File: src/rtl/fft_input_loader.sv
// Packs natural-order samples into RADIX-wide rows, one lane per memory bank, then pulses fft_start.
// Optional: define FFT_LOADER_MODRED_EN to reduce each sample modulo P = 2^64 - 2^32 + 1 on capture.
module fft_input_loader #(
   parameter int DATA_WIDTH   = 64,
   parameter int RADIX        = 16,
   parameter int TOTAL_POINTS = 65536
) (
   input  logic                                     clk,
   input  logic                                     rst,
   input  logic                                     start_load,
   input  logic                                     in_valid,
   input  logic [DATA_WIDTH-1:0]                    in_data,
   output logic                                     in_ready,
   output logic                                     row_valid,
   output logic [$clog2(TOTAL_POINTS/RADIX)-1:0]    row_addr,
   output logic [RADIX*DATA_WIDTH-1:0]              row_data,
   output logic                                     load_done,
   output logic                                     fft_start
);
   localparam int ROWS   = TOTAL_POINTS / RADIX;
   localparam int LANE_W = $clog2(RADIX);
   localparam int ROW_W  = $clog2(ROWS);
   localparam logic [LANE_W-1:0] LAST_LANE = LANE_W'(RADIX - 1);
   localparam logic [ROW_W-1:0]  LAST_ROW  = ROW_W'(ROWS - 1);

   typedef enum logic [1:0] {
      IDLE = 2'd0,
      LOAD = 2'd1,
      DONE = 2'd2
   } state_t;

   state_t                             state_q;
   logic [LANE_W-1:0]                  lane_q;
   logic [ROW_W-1:0]                   row_q;
   logic                               in_ready_q;
   logic                               row_valid_q;
   logic                               load_done_q;
   logic                               fft_start_q;
   logic [ROW_W-1:0]                   row_addr_q;
   logic [RADIX*DATA_WIDTH-1:0]        row_data_q;
   logic [RADIX*DATA_WIDTH-1:0]        row_data_d;
   logic [RADIX-1:0][DATA_WIDTH-1:0]   lane_buf_q;
   logic [DATA_WIDTH-1:0]              sample_s;
   logic                               handshake_s;

`ifdef FFT_LOADER_MODRED_EN
   localparam logic [DATA_WIDTH-1:0] MOD_P = DATA_WIDTH'(64'hFFFF_FFFF_0000_0001);

   function automatic logic [DATA_WIDTH-1:0] mod_reduce(input logic [DATA_WIDTH-1:0] x);
      if (x >= MOD_P) begin
         return x - MOD_P;
      end else begin
         return x;
      end
   endfunction

   assign sample_s = mod_reduce(in_data);
`else
   assign sample_s = in_data;
`endif

   assign handshake_s = in_valid & in_ready_q;

   // The last lane bypasses the buffer so a row can leave on the cycle after its 16th sample.
   always_comb begin
      row_data_d = lane_buf_q;
      row_data_d[(RADIX-1)*DATA_WIDTH +: DATA_WIDTH] = sample_s;
   end

   // No reset here: every lane is rewritten before a row is emitted.
   always_ff @(posedge clk) begin
      if (handshake_s) begin
         lane_buf_q[lane_q] <= sample_s;
      end
   end

   // Load sequencer with registered handshake and strobe outputs.
   always_ff @(posedge clk or negedge rst) begin
      if (!rst) begin
         state_q     <= IDLE;
         lane_q      <= '0;
         row_q       <= '0;
         in_ready_q  <= 1'b0;
         row_valid_q <= 1'b0;
         load_done_q <= 1'b0;
         fft_start_q <= 1'b0;
         row_addr_q  <= '0;
         row_data_q  <= '0;
      end else begin
         row_valid_q <= 1'b0;
         fft_start_q <= 1'b0;
         case (state_q)
            IDLE: begin
               if (start_load) begin
                  lane_q     <= '0;
                  row_q      <= '0;
                  in_ready_q <= 1'b1;
                  state_q    <= LOAD;
               end
            end
            LOAD: begin
               if (handshake_s) begin
                  lane_q <= lane_q + LANE_W'(1);
                  if (lane_q == LAST_LANE) begin
                     row_valid_q <= 1'b1;
                     row_addr_q  <= row_q;
                     row_data_q  <= row_data_d;
                     // Row counter only wraps on the way out to DONE.
                     if (row_q == LAST_ROW) begin
                        row_q       <= '0;
                        in_ready_q  <= 1'b0;
                        load_done_q <= 1'b1;
                        fft_start_q <= 1'b1;
                        state_q     <= DONE;
                     end else begin
                        row_q <= row_q + ROW_W'(1);
                     end
                  end
               end
            end
            DONE: begin
               if (start_load) begin
                  lane_q      <= '0;
                  row_q       <= '0;
                  load_done_q <= 1'b0;
                  in_ready_q  <= 1'b1;
                  state_q     <= LOAD;
               end
            end
            default: begin
               in_ready_q <= 1'b0;
               state_q    <= IDLE;
            end
         endcase
      end
   end

   assign in_ready  = in_ready_q;
   assign row_valid = row_valid_q;
   assign row_addr  = row_addr_q;
   assign row_data  = row_data_q;
   assign load_done = load_done_q;
   assign fft_start = fft_start_q;

endmodule
File: config.mk
export PLATFORM = sky130hd
export DESIGN_NAME = fft_input_loader
export DESIGN_NICKNAME = d
export VERILOG_FILES = /design/src/rtl/fft_input_loader.sv
export SDC_FILE = /design/constraint.sdc
export NUM_CORES = 2
export LEC_CHECK = 0
export BUFFER_PORTS_ARGS = -buffer_cell sky130_fd_sc_hd__buf_4
export CORE_MARGIN = 2
export CORE_UTILIZATION = 30
export CTS_BUF_LIST = sky130_fd_sc_hd__clkbuf_4
export DETAILED_ROUTE_END_ITERATION = 8
export PLACE_DENSITY_LB_ADDON = 0.05
export REMOVE_ABC_BUFFERS = 1
export SYNTH_ARGS = -nofsm -noshare
export SYNTH_HDL_FRONTEND = slang
export SYNTH_SLANG_ARGS = --single-unit
export TNS_END_PERCENT = 30
File: constraint.sdc
create_clock -name clk -period 10.3 [get_ports clk]
set_input_delay 0.515 -clock clk [delete_from_list [all_inputs] [get_ports clk]]
set_output_delay 0.515 -clock clk [all_outputs]
set_load 0.005 [all_outputs]
==> metrics list <==
- Wirelength, routed: 253000 microns
* Post-CTS resize count: 0
- Switching power: 3.65 mW
- The worst hold path begins at in_valid.
- For the worst-skew pair, the clock arrives at the later sink with an insertion delay of 1.39 ns.
- Sequential area share after synthesis: 0.804
- Hold is met by 0.265 ns.
* Final-layout fill cell count: 22400
- Counting I/O delays and the setup requirement, the final critical path takes 4.82 ns.
* Post-synth top cells: sky130_fd_sc_hd__nand2_1 (3120), sky130_fd_sc_hd__dfrtp_1 (1058), sky130_fd_sc_hd__edfxtp_1 (960), sky130_fd_sc_hd__buf_2 (177), sky130_fd_sc_hd__clkbuf_1 (40)
* Number of standard-cell rows in the floorplan: 175
- In the final design database the tool counted 7222 nets.
- Yosys mapped the design onto 41 distinct sky130hd cell types.
* Delay of the slowest cell on the worst path: 0.93 ns
- The biggest area contributor in the post-synthesis netlist is sky130_fd_sc_hd__edfxtp_1.
* Cells after Synth: 5489
* Final instance area: 89600 sq um
- After clock tree synthesis, the setup repair step added 0 buffers.
- The core region is 228000 sq um.
- In this run, synthesis inferred 960 flip-flops with an integrated enable.
* Top cells by area, synth: sky130_fd_sc_hd__edfxtp_1 (42%), sky130_fd_sc_hd__dfrtp_1 (38%), sky130_fd_sc_hd__nand2_1 (17%), sky130_fd_sc_hd__buf_2 (1.3%), sky130_fd_sc_hd__clkbuf_1 (0.22%)
* DRC errors left: 0
- Clock-pin slew was measured on the worst setup and hold paths at 0.06 ns.
- Setup repair after global routing left no endpoint under its margin.
- Cell leakage power: 43.9 nW
- Dominant cell by count in the synthesized netlist: sky130_fd_sc_hd__nand2_1
* R2R Setup Slk: 5.48 ns
* Area of the die: 233000 sq um
* Starting DRT DRC Count: 2811
- Fin worst setup slack: 5.48 ns
- Number of storage elements in the synthesis netlist: 2018
- For this configuration, the core starts out at a cell density of 0.302.
- End point of the most critical hold path: lane_q[1]
- Buffers placed on the I/O ports in this run total 1107.
- Across every metal layer, demand over resource in global routing totals 0.213.
- The congestion estimate from routability-driven global placement came to 0.756.
- Highest Clock Rate: 208 MHz
* Clock power frac: 0.470
- Number of clock sinks: 2018
- Mean routed wirelength per cell: 23.8 microns
* Synth warn: 0
* Switching share of total power: 0.222
- Count of cells along the worst register-to-register path: 7
- The number of max-slew violations in the final report came to 0.
* Kind of start point of the critical path: flop
- Fin. Hold Viols: 0
- The first detailed-routing pass ran for 5 iterations.
* Internal power contribution: 12.8 mW
- Final core area utilization: 0.394
* Antenna Nets Post-Route: 0
* Via Count: 46700
* Overall die height: 483 microns
- Post-route fraction of the period consumed by the critical path: 0.468
- The share of synthesized area in the top cell type comes to 0.419.
* Clock buffer depth: 4
- Die extent in x: 483 microns
- Worst hold path depth: 4
* Max H-tree Level: 6
- Category of the most critical setup path: reg2reg
- On the critical path, the stage with the largest delay is an instance of sky130_fd_sc_hd__buf_4.
- Maximum number of pins on one net before global-route repair: 195
* Placement-stage worst setup slack: 5.51 ns
- Worst path cell trace: and4b_1, nand2_4, buf_12, buf_12, buf_4, nand2_1, nand2_1
* Max capacitance violation total: 0
- Share of power burned in registers: 0.514
- First-pass GRT wire length: 355000 microns
* Critical Path Sink Type: flop
* Final setup skew: 0.113 ns
- Tracing the worst setup path back leads to its startpoint at state_q[0].
- After global routing the overflow that remains totals 0.
- Once detailed placement completed, the half-perimeter wirelength came to 150000 microns.
- Measured against its own limit, the worst slew margin works out to 0.158.
- Along the worst path, the maximum fanout reaches 187.
* Count of final setup violators: 0
- The min-delay analysis places its worst path in the category in2reg.
- Critical R2R Launch: state_q[0]
- Initial antenna violation count: 7
- In this run the power density over the cells is 183 nW/um^2.
- TritonCTS clock tree: built
- 1108 I/O pins were placed.
* Vias in the first global route: 46800
* Vias per cell: 4.40
- Max VDD drop: 110 uV
- Critical Path AT: 6.11 ns
* Final TNS setup: 0 ns
- The most used flip-flop cell after synthesis is sky130_fd_sc_hd__dfrtp_1.
* Mean instance size in the synthesized netlist: 12.5 sq um
- Combinational fraction of design power: 0.015
* Fraction of synthesis flops using an asynchronous set or reset pin: 0.524
- Share of final-layout standard cells stronger than drive strength 1: 0.285
- Transition time at the pin with the least slew margin: 1.26 ns
- STA puts the critical path data required time at 11.59 ns.
- In this run the cell area of the synthesized design comes to 68800 sq um.
- The tree is rooted in a sky130_fd_sc_hd__clkbuf_4.
- After detailed placement, the total cell area comes to 80500 sq um.
- The run finished with clean final reports.
* TritonCTS buffer count: 585
- R2R Path End: row_data[399]
- From synthesis to final layout, the design area changed by 30.2%.
power by group through the flow:
stage	combinational (mW)	sequential, mW	clock (mW)
floorplan	0.00179	8.62	0
global placement	0.218	8.61	0
detailed placement	0.217	8.61	0
CTS	0.266	8.45	8.04
global route	0.281	8.45	8.49
finish	0.251	8.45	7.73
worst max-delay path by stage:
| stage | endpoint | slack (ns) | cells past startpoint |
|---|---|---|---|
| floorplan | row_q[3] | -50.55 | 6 |
| global placement | row_data[563] | 5.57 | 7 |
| detailed placement | row_data[28] | 5.51 | 7 |
| CTS | row_data[601] | 5.52 | 7 |
| global route | row_data[499] | 5.10 | 7 |
| finish | row_data[399] | 5.48 | 7 |
worst max-delay path, delay by kind of cell (launching register included):
kind | cells | cell delay (ns)
buffers and inverters | 3 | 2.28
and+or+nand+nor | 4 | 1.40
DFF | 1 | 0.59
cells by family (layout without fill, tap and decap cells):
kind of cell,count (synthesis),in the layout,synth area share
compound gates,36,36,0.00329
xor+xnor,1,1,0.000127
fa+ha+maj,5,5,0.000909
buf+inv,248,2360,0.0169
flops,2018,2018,0.804
mux,2,2,0.000291
other cells,0,15,0
simple gates,3179,3179,0.175
layout make-up:
type,instances,area [sq um],area share
Multi-Input combinational cell,3223,12500,0.139
Sequential cell,2018,55300,0.617
Tap cell,3009,3760,0.0420
Timing Repair Buffer,1313,10400,0.116
Clock buffer,942,7070,0.0789
Inverter,8,37.5,0.000419
Clock inverter,97,566,0.00631
Antenna cell,15,37.5,0.000419
metrics by stage:
step	std cells	total power, mW
after floorplan	5249	8.62
after global placement	9429	8.83
after detailed placement	9429	8.83
after CTS	10600	16.8
after global routing	10600	17.2
final	10600	16.4
flip-flops by register name, summed over array words and instances, names as in the netlist, 2 cells and up:
signal and count:
lane_buf_q 960, state_q 2, lane_q 4, row_data 1024, row_addr 12, row_q 12
per-layer routing:
metal  global-route usage  vias up  wire [microns]
li1                     -    21400               -
met3               0.0781      328           21000
met2                0.333     1522          118000
met1                0.273    23500          108000
met5                    0        -              13
met4               0.0672        2            6530
repair_timing:
item	in CTS	in global routing
endpoints found under the setup margin	0	0
endpoints found under the hold margin	1519	0
hold buffers	142	0
cell usage in the layout (no fill, tap or decap), types with 4 or more instances in the layout:
cell type / count
sky130_fd_sc_hd__nor3_2: 4
sky130_fd_sc_hd__dlygate4sd3_1: 141
sky130_fd_sc_hd__edfxtp_1: 960
sky130_fd_sc_hd__clkinvlp_4: 8
sky130_fd_sc_hd__inv_1: 7
sky130_fd_sc_hd__nand2_1: 3119
sky130_fd_sc_hd__dfrtp_1: 1058
sky130_fd_sc_hd__diode_2: 15
sky130_fd_sc_hd__buf_4: 1160
sky130_fd_sc_hd__nor2_1: 5
sky130_fd_sc_hd__a21oi_1: 5
sky130_fd_sc_hd__buf_12: 10
sky130_fd_sc_hd__nand4_1: 5
sky130_fd_sc_hd__clkinv_1: 65
sky130_fd_sc_hd__bufinv_16: 6
sky130_fd_sc_hd__nand3_1: 13
sky130_fd_sc_hd__clkbuf_4: 942
sky130_fd_sc_hd__ha_1: 5
sky130_fd_sc_hd__nor2_4: 11
sky130_fd_sc_hd__inv_2: 13
sky130_fd_sc_hd__o21ai_0: 14
(Power assumes the default switching activity.)
